`src/rtl/muldiv_pkg.sv`:
```
// Shared definitions for the HI/LO multiply/divide unit: opcodes, FSM states and
// the divide-by-zero quotient pattern.
package muldiv_pkg;

    localparam logic [2:0] OP_MULT  = 3'b000;
    localparam logic [2:0] OP_MULTU = 3'b001;
    localparam logic [2:0] OP_DIV   = 3'b010;
    localparam logic [2:0] OP_DIVU  = 3'b011;
    localparam logic [2:0] OP_MTHI  = 3'b100;
    localparam logic [2:0] OP_MTLO  = 3'b101;

    typedef enum logic [1:0] {
        IDLE   = 2'd0,
        RUN    = 2'd1,
        FINISH = 2'd2
    } state_t;

    // Wide enough for any operand width up to 64; the top slices what it needs.
    localparam logic [63:0] DIV0_LO = '1;

endpackage

```
`src/rtl/muldiv_step.sv`:
```
// One combinational iteration: right-shifting shift-add for multiply, or
// left-shifting restoring subtract for divide, on unsigned magnitudes.
module muldiv_step #(
    parameter int WIDTH = 32
) (
    input  logic [WIDTH-1:0] acc,
    input  logic [WIDTH-1:0] operand,
    input  logic             div_mode,
    input  logic             in_bit,
    output logic [WIDTH-1:0] next_acc,
    output logic             out_bit
);

    logic [WIDTH:0] sum;
    logic [WIDTH:0] shifted;
    logic           fits;

    // Multiply: in_bit is the multiplier LSB, the sum's LSB drops into the low word.
    // Divide: in_bit is the next dividend bit, out_bit is the quotient bit.
    always_comb begin
        sum      = {1'b0, acc} + (in_bit ? {1'b0, operand} : '0);
        shifted  = {acc, in_bit};
        fits     = shifted >= {1'b0, operand};
        next_acc = sum[WIDTH:1];
        out_bit  = sum[0];
        if (div_mode) begin
            next_acc = fits ? WIDTH'(shifted - {1'b0, operand}) : shifted[WIDTH-1:0];
            out_bit  = fits;
        end
    end

endmodule

```
`src/rtl/hilo_muldiv.sv`:
```
// Iterative MULT/MULTU/DIV/DIVU unit owning the architectural HI/LO registers;
// MTHI/MTLO write in a single edge, multi-cycle ops stall the core via busy.
module hilo_muldiv
    import muldiv_pkg::*;
#(
    parameter int WIDTH = 32
) (
    input  logic             clk,
    input  logic             rst,
    input  logic             start,
    input  logic [2:0]       op,
    input  logic [WIDTH-1:0] a,
    input  logic [WIDTH-1:0] b,
    output logic             busy,
    output logic             done,
    output logic [WIDTH-1:0] hi,
    output logic [WIDTH-1:0] lo
);

    localparam int CW = $clog2(WIDTH);

    state_t             state;
    logic [CW-1:0]      count;
    logic               div_mode;
    logic               b_zero;
    logic               neg_main;
    logic               neg_rem;
    logic [WIDTH-1:0]   operand;
    logic [WIDTH-1:0]   work;
    logic [WIDTH-1:0]   acc;
    logic [WIDTH-1:0]   a_orig;

    logic               signed_op;
    logic [WIDTH-1:0]   a_mag;
    logic [WIDTH-1:0]   b_mag;
    logic [WIDTH-1:0]   step_acc;
    logic               step_bit;
    logic [WIDTH-1:0]   next_work;
    logic [2*WIDTH-1:0] product;
    logic [2*WIDTH-1:0] product_fix;
    logic [WIDTH-1:0]   quot;
    logic [WIDTH-1:0]   rem;

    assign signed_op = (op == OP_MULT) || (op == OP_DIV);
    assign a_mag     = (signed_op && a[WIDTH-1]) ? -a : a;
    assign b_mag     = (signed_op && b[WIDTH-1]) ? -b : b;

    muldiv_step #(.WIDTH(WIDTH)) u_step (
        .acc      (acc),
        .operand  (operand),
        .div_mode (div_mode),
        .in_bit   (div_mode ? work[WIDTH-1] : work[0]),
        .next_acc (step_acc),
        .out_bit  (step_bit)
    );

    // work holds the multiplier (shifting out right) or dividend/quotient (shifting left).
    assign next_work   = div_mode ? {work[WIDTH-2:0], step_bit} : {step_bit, work[WIDTH-1:1]};
    assign product     = {acc, work};
    assign product_fix = neg_main ? -product : product;
    assign quot        = neg_main ? -work : work;
    assign rem         = neg_rem ? -acc : acc;

    always_ff @(posedge clk or posedge rst) begin
        if (rst) begin
            state    <= IDLE;
            count    <= '0;
            div_mode <= 1'b0;
            b_zero   <= 1'b0;
            neg_main <= 1'b0;
            neg_rem  <= 1'b0;
            operand  <= '0;
            work     <= '0;
            acc      <= '0;
            a_orig   <= '0;
            busy     <= 1'b0;
            done     <= 1'b0;
            hi       <= '0;
            lo       <= '0;
        end else begin
            case (state)
                IDLE: begin
                    done <= 1'b0;
                    if (start) begin
                        case (op)
                            OP_MULT, OP_MULTU, OP_DIV, OP_DIVU: begin
                                div_mode <= op[1];
                                b_zero   <= (b == '0);
                                neg_main <= signed_op && (a[WIDTH-1] ^ b[WIDTH-1]);
                                neg_rem  <= signed_op && a[WIDTH-1];
                                operand  <= op[1] ? b_mag : a_mag;
                                work     <= op[1] ? a_mag : b_mag;
                                acc      <= '0;
                                a_orig   <= a;
                                count    <= CW'(WIDTH - 1);
                                busy     <= 1'b1;
                                state    <= RUN;
                            end
                            OP_MTHI: hi <= a;
                            OP_MTLO: lo <= a;
                            default: ;
                        endcase
                    end
                end
                RUN: begin
                    acc  <= step_acc;
                    work <= next_work;
                    if (count == '0) begin
                        state <= FINISH;
                    end else begin
                        count <= count - CW'(1);
                    end
                end
                FINISH: begin
                    if (div_mode && b_zero) begin
                        lo <= DIV0_LO[WIDTH-1:0];
                        hi <= a_orig;
                    end else if (div_mode) begin
                        lo <= quot;
                        hi <= rem;
                    end else begin
                        {hi, lo} <= product_fix;
                    end
                    done  <= 1'b1;
                    busy  <= 1'b0;
                    state <= IDLE;
                end
                default: state <= IDLE;
            endcase
        end
    end

endmodule
```
`config.mk`:
```
export PLATFORM = sky130hd
export DESIGN_NAME = hilo_muldiv
export DESIGN_NICKNAME = d
export VERILOG_FILES = /design/src/rtl/muldiv_pkg.sv /design/src/rtl/muldiv_step.sv /design/src/rtl/hilo_muldiv.sv
export SDC_FILE = /design/constraint.sdc
export NUM_CORES = 1
export LEC_CHECK = 0
export ABC_AREA = 1
export CAP_MARGIN = 40
export CORE_ASPECT_RATIO = 0.8
export CORE_UTILIZATION = 40
export DETAILED_ROUTE_END_ITERATION = 10
export SLEW_MARGIN = 0
export SYNTH_ARGS = -nofsm -noshare
export SYNTH_HDL_FRONTEND = slang
export SYNTH_SLANG_ARGS = --single-unit
```
`constraint.sdc`:
```
create_clock -name clk -period 8.5 [get_ports clk]
set_clock_uncertainty 0.1 [all_clocks]
set_input_delay 2.125 -clock clk [delete_from_list [all_inputs] [get_ports clk]]
set_output_delay 2.125 -clock clk [all_outputs]
set_load 0.02 [all_outputs]
```
==> impl_metrics.ini, run 1 <==
[status]
status = finished clean

[min_path]
holdPathStages = 2
worstHoldStart = a_orig[20]
min_path_type = reg -> reg

[global_route]
grt_overflow = 0
grt_antenna_before_repair = 1
track_usage_pct = 37.7
grt_first_pass_wirelength_mm = 140
grt_max_degree = 78
grt_pass1_vias = 20900

[timing]
fin_hold_ws_ps = 385
hold_viol_final = 0
fin_ws_ps = 3800
drv_slew = 0
slew-limit-headroom_pct = 39.6
finalSetupTns_ps = 0
worst_pin_slew_ps = 906
rsz0062_at_grt = false
finalSetupViolations = 0
fmax_ghz = 0.213
layout_min_cycle_time_ps = 4700
finalCritPeriodShare_pct = 55.3

[finish]
area_growth_pct = 13.8
final_cells = 4064
final_common_cell = nand2_1
layout_common_cells = 911 x nand2_1, 549 x nor2_1, 388 x inv_1
fin_util_pct = 46.3
drive_gt1_share_pct = 3.99
fillers = 5260
layout.nets = 3557

[synthesis]
netlist_area_um2 = 19800
synthTopCellsByArea = dfrtp_1 26%, nand2_1 17%, nor2_1 10%
ys.flop_type = dfrtp_1
synth_edf_count = 0
seq_area_frac_synth_pct = 25.9
yosysTopAreaCellShare_pct = 25.9
synth-async-reset-ratio_pct = 100
synth_area_leader_cell = dfrtp_1
ys_warn_count = 0
synth_cells = 3350
syn-num-nets = 3493
syn_avg_cell_area_um2 = 5.90
ys_seq_elements = 205
post_synth_num_cell_types = 55

[clock_tree]
h-tree-depth = 1
cts_buffers = 25
clk_pin_slew_ps = 60
clk_path_buf_depth = 3
clock-sinks = 205
ctsHoldBuffers = 0
cts_tree = yes
cts_resized = 0
clk-insertion-delay-late_ps = 590
cts-root-buf = clkbuf_16
post_cts_buffers = 0

[route]
finalWirelength_mm = 96.9
dr.pass1.iters = 8
drc = 0
ant_nets = 0
avgRoutedWirePerCell_um = 23.8
drt-initial-drc-count = 3314
vias = 23400
routed_via_density = 5.77

[worst_setup_path]
crit_end = work[21]
crit_chain = clkdlybuf4s50_1 > nor2_1 > nand2_1 > inv_1 > o21ai_1 > xor2_1 > o211ai_1 > a21oi_1
cp-start-kind = input pin
crit_family = buffers and inverters
max_stage_delay_ps = 780
crit_path_end_kind = flip-flop
reg2reg_from = work[31]
worst_r2r_endpoint = acc[23]
worst_ep_required_time_ps = 8840
reg2regPathDepth = 22
cp_num_cells = 8
critPathLaunch = op[0]
slowest_stage = inv_1
critical_path_arrival_ps = 5040
critPathBufInv = 2
critPathKind = in -> reg
rrSetupSlack_ps = 4400
path_max_fanout = 30

[power]
clock_power_share_pct = 10.8
vdd_drop_max_v = 0.000202
p_switching_uw = 6160
leakagePower_uw = 0.0110
power_density_nw_per_um2 = 459
p_int_uw = 4170
p_comb_share_pct = 68.3
p_sw_share_pct = 59.6
seq_power_share_pct = 20.9

[floorplanning]
die_area_um2 = 50300
core.rowCount = 72
coreArea_um2 = 48600
start_util_pct = 40.7
io_pins = 136
die_w_um = 251
fp.dieH_um = 201

[place]
dpl.hpwl_mm = 76.8
numPortBuffers = 135
gp_congestion = 1.02
dp.cells = 4016
dp_slack_ps = 3280

[run]
cap_viol_max_count = 0
[per-stage QoR]
step / area, um^2 / power [uW]
2_1_floorplan: 19800 / 6210
3_3_place_gp: 21600 / 8820
3_5_place_dp: 21700 / 8890
4_1_cts: 22500 / 10000
5_1_grt: 22500 / 11000
6_report: 22500 / 10300
[flip-flops by register name (all words and copies together) (netlist names)]
register / count
done: 1
neg_main: 1
hi: 32
b_zero: 1
div_mode: 1
acc: 32
work: 32
neg_rem: 1
busy: 1
lo: 32
operand: 32
count: 5
state: 2
a_orig: 32
[worst register-to-register path, cell delays in order (launching register included)]
cell and delay (ps):
dfrtp_1 500, inv_1 160, nand2_1 100, o21ai_2 60
buf_4 260, inv_1 100, ha_1 150, ha_1 160
inv_1 50, fa_1 500, inv_1 160, nand2_1 100
o21ai_2 290, nand2_1 90, nand2_1 200, nand2_1 100
nand2_1 110, nand2_1 100, nand3_1 210, nand2_1 90
nand3_1 250, nand3_1 120, nand2_1 80
[power groups by stage]
stage	combinational, uW	clock [uW]	sequential, uW
finish	7060	1120	2160
global route	7630	1160	2180
detailed placement	6770	0	2110
floorplan	4260	0	1950
CTS	6800	1120	2100
global placement	6710	0	2110
[metal layers]
| layer | vias up | GRT usage (%) | wire [um] |
|---|---|---|---|
| li1 | 11000 | - | - |
| met1 | 11000 | 58.0 | 45100 |
| met2 | 1296 | 48.4 | 36200 |
| met3 | 140 | 13.5 | 13200 |
| met4 | 4 | 8.68 | 2420 |
| met5 | - | 0 | 23 |
[Yosys cell counts (8+ instances only)]
cell and count:
o211ai_1 26, nand2_1 913, inv_1 390, nor2_2 13, o21bai_1 9, a21oi_1 206
ha_1 71, clkbuf_1 78, o21a_1 10, o21ai_0 250, xor2_1 43, a22oi_1 15
nor3_1 38, buf_1 13, dfrtp_1 205, buf_2 29, o31ai_1 9, nand3_1 298
nor2_1 551, xnor2_1 14, o21ai_1 25, nand4_1 44, a31oi_1 8
[worst min path at each step]
stage                       to  slack [ps]
floorplan               b_zero         350
global placement    a_orig[30]         370
detailed placement  a_orig[27]         370
CTS                 a_orig[27]         390
global route        a_orig[27]         400
finish              a_orig[20]         380
[cells by family (layout without fill, tap and decap cells)]
kind of cell | after synthesis | after routing | synth area share (%)
compound gates | 580 | 580 | 16.1
flops | 205 | 205 | 25.9
other cells | 0 | 4 | 0
xor+xnor | 57 | 57 | 2.53
buf+inv | 528 | 609 | 10.4
fa+ha+maj | 73 | 73 | 4.70
simple gates | 1907 | 1907 | 40.3
[layout make-up]
cell class / instances / area, um^2 / area share, %
Antenna cell: 4 / 10.0 / 0.0445
Clock buffer: 33 / 686 / 3.05
Clock inverter: 11 / 125 / 0.556
Inverter: 401 / 1510 / 6.72
Multi-Input combinational cell: 2617 / 12600 / 56.0
Sequential cell: 205 / 5130 / 22.8
Tap cell: 629 / 787 / 3.50
Timing Repair Buffer: 164 / 1650 / 7.33
No activity file was read; power rests on OpenSTA's default activity.
==> inputs of run 2 (changes only) <==
==> constraint.sdc (replaced) <==
create_clock -name clk -period 4.15 [get_ports clk]
set_clock_uncertainty 0.1 [all_clocks]
set_input_delay 1.0375 -clock clk [delete_from_list [all_inputs] [get_ports clk]]
set_output_delay 1.0375 -clock clk [all_outputs]
set_load 0.02 [all_outputs]
==> impl_metrics.ini, run 2 (synthesized netlist as in run 1, its figures left out) <==
[place]
dp.cells = 4051
numPortBuffers = 135
gp_congestion = 1.05
dpl.hpwl_mm = 77.3

[finish]
layout_common_cells = 911 x nand2_1, 549 x nor2_1, 388 x inv_1
area_growth_pct = 15.4
fillers = 5209
fin_util_pct = 47.0
final_cells = 4099
final_common_cell = nand2_1
drive_gt1_share_pct = 5.02
multi_input_area_um2 = 12600
regArea_um2 = 5130
layout.nets = 3593

[min_path]
min_path_type = reg -> reg
min_to = lo[1]
holdPathStages = 2
worstHoldStart = lo[1]

[clock_tree]
ctsHoldBuffers = 0
h-tree-depth = 1
cts_tree = yes
cts-root-buf = clkbuf_16
post_cts_buffers = 0
clock-sinks = 205
clk_path_buf_depth = 3
clk-insertion-delay-late_ps = 570
cts_buffers = 25
clk_pin_slew_ps = 70
cts_resized = 0

[floorplanning]
start_util_pct = 40.7
die_w_um = 251
core.rowCount = 72
coreArea_um2 = 48600
die_area_um2 = 50300
io_pins = 136
fp.dieH_um = 201

[global_route]
grt_first_pass_wirelength_mm = 142
grt_pass1_vias = 21300
grt_max_degree = 82
track_usage_pct = 37.9
grt_antenna_before_repair = 3
grt_overflow = 0

[route]
vias = 23600
ant_nets = 0
avgRoutedWirePerCell_um = 23.7
finalWirelength_mm = 97.0
routed_via_density = 5.76
drt-initial-drc-count = 3419
drc = 0
dr.pass1.iters = 6

[timing]
finalSetupViolations = 0
drv_slew = 0
rsz0062_at_grt = false
fmax_ghz = 0.277
layout_min_cycle_time_ps = 3610
worst_pin_slew_ps = 933
slew-limit-headroom_pct = 37.8
finalCritPeriodShare_pct = 87.0
hold_viol_final = 0
finalSetupTns_ps = 0
fin_hold_ws_ps = 385

[worst_setup_path]
path_max_fanout = 15
crit_chain = o21ai_2 > nor2_1 > ha_1 > a21oi_1 > a21boi_0 > nand3_1 > o21ai_0 > nand4_1 > nand2_1
max_stage_delay_ps = 580
reg2reg_from = work[0]
slowest_stage = o21ai_0
rrSetupSlack_ps = 540
reg2regPathDepth = 9
critPathKind = reg -> reg
crit_path_end_kind = flip-flop
worst_ep_required_time_ps = 4560
cp-start-kind = flip-flop
worst_r2r_endpoint = acc[11]
critical_path_arrival_ps = 4020

[power]
leakagePower_uw = 0.0112
seq_power_share_pct = 19.8
clock_power_share_pct = 11.2
p_sw_share_pct = 58.9
vdd_drop_max_v = 0.000518
p_switching_uw = 12600
p_comb_share_pct = 68.9
power_density_nw_per_um2 = 939
p_int_uw = 8810

[run]
cap_viol_max_count = 0

[status]
status = finished clean
## run 2: area by class of cell
class | instances | area share (%)
Sequential cell | 205 | 22.5
Timing Repair Buffer | 200 | 8.38
Antenna cell | 1 | 0.0110
Tap cell | 629 | 3.45
Inverter | 401 | 6.61
Clock buffer | 37 | 3.20
Clock inverter | 9 | 0.603
Multi-Input combinational cell | 2617 | 55.2
## run 2: worst max path at each step
stage                 start  depth (start not counted)   endpoint
global placement       b[0]                         11   work[12]
global route        work[0]                         13    acc[21]
CTS                 work[0]                         13    acc[21]
floorplan               rst                          1  a_orig[0]
finish              work[0]                          9    acc[11]
detailed placement     b[0]                         11   work[12]
## run 2: power by group through the flow
stage	registers, uW	clock network, uW	logic, uW
after detailed placement	4180	0	14100
final	4250	2410	14800
after CTS	4150	2410	14200
after floorplan	4000	0	8720
after global routing	4290	2490	16000
after global placement	4160	0	14100
## run 2: metal layers
| layer | track usage [%] | part of all wire (%) |
|---|---|---|
| met2 | 48.9 | 37 |
| met1 | 58.2 | 46 |
| met5 | 0 | 0.011 |
| met4 | 9.03 | 2.6 |
| met3 | 13.4 | 14 |
## run 2: metrics by stage
step	cell area (um^2)	worst slack, ps	power, uW
global route	22800	294	22700
finish	22800	539	21400
floorplan	19800	354	12700
CTS	22800	766	20800
global placement	21900	467	18300
detailed placement	21900	471	18300
## run 2: worst max-delay path, delay by kind of cell (launching register included)
| kind | cells | cell delay, ps |
|---|---|---|
| AO/OA/AOI/OAI | 4 | 1840 |
| adder cells (fa/ha/maj) | 1 | 410 |
| flip-flops | 1 | 410 |
| AND/OR/NAND/NOR | 4 | 800 |
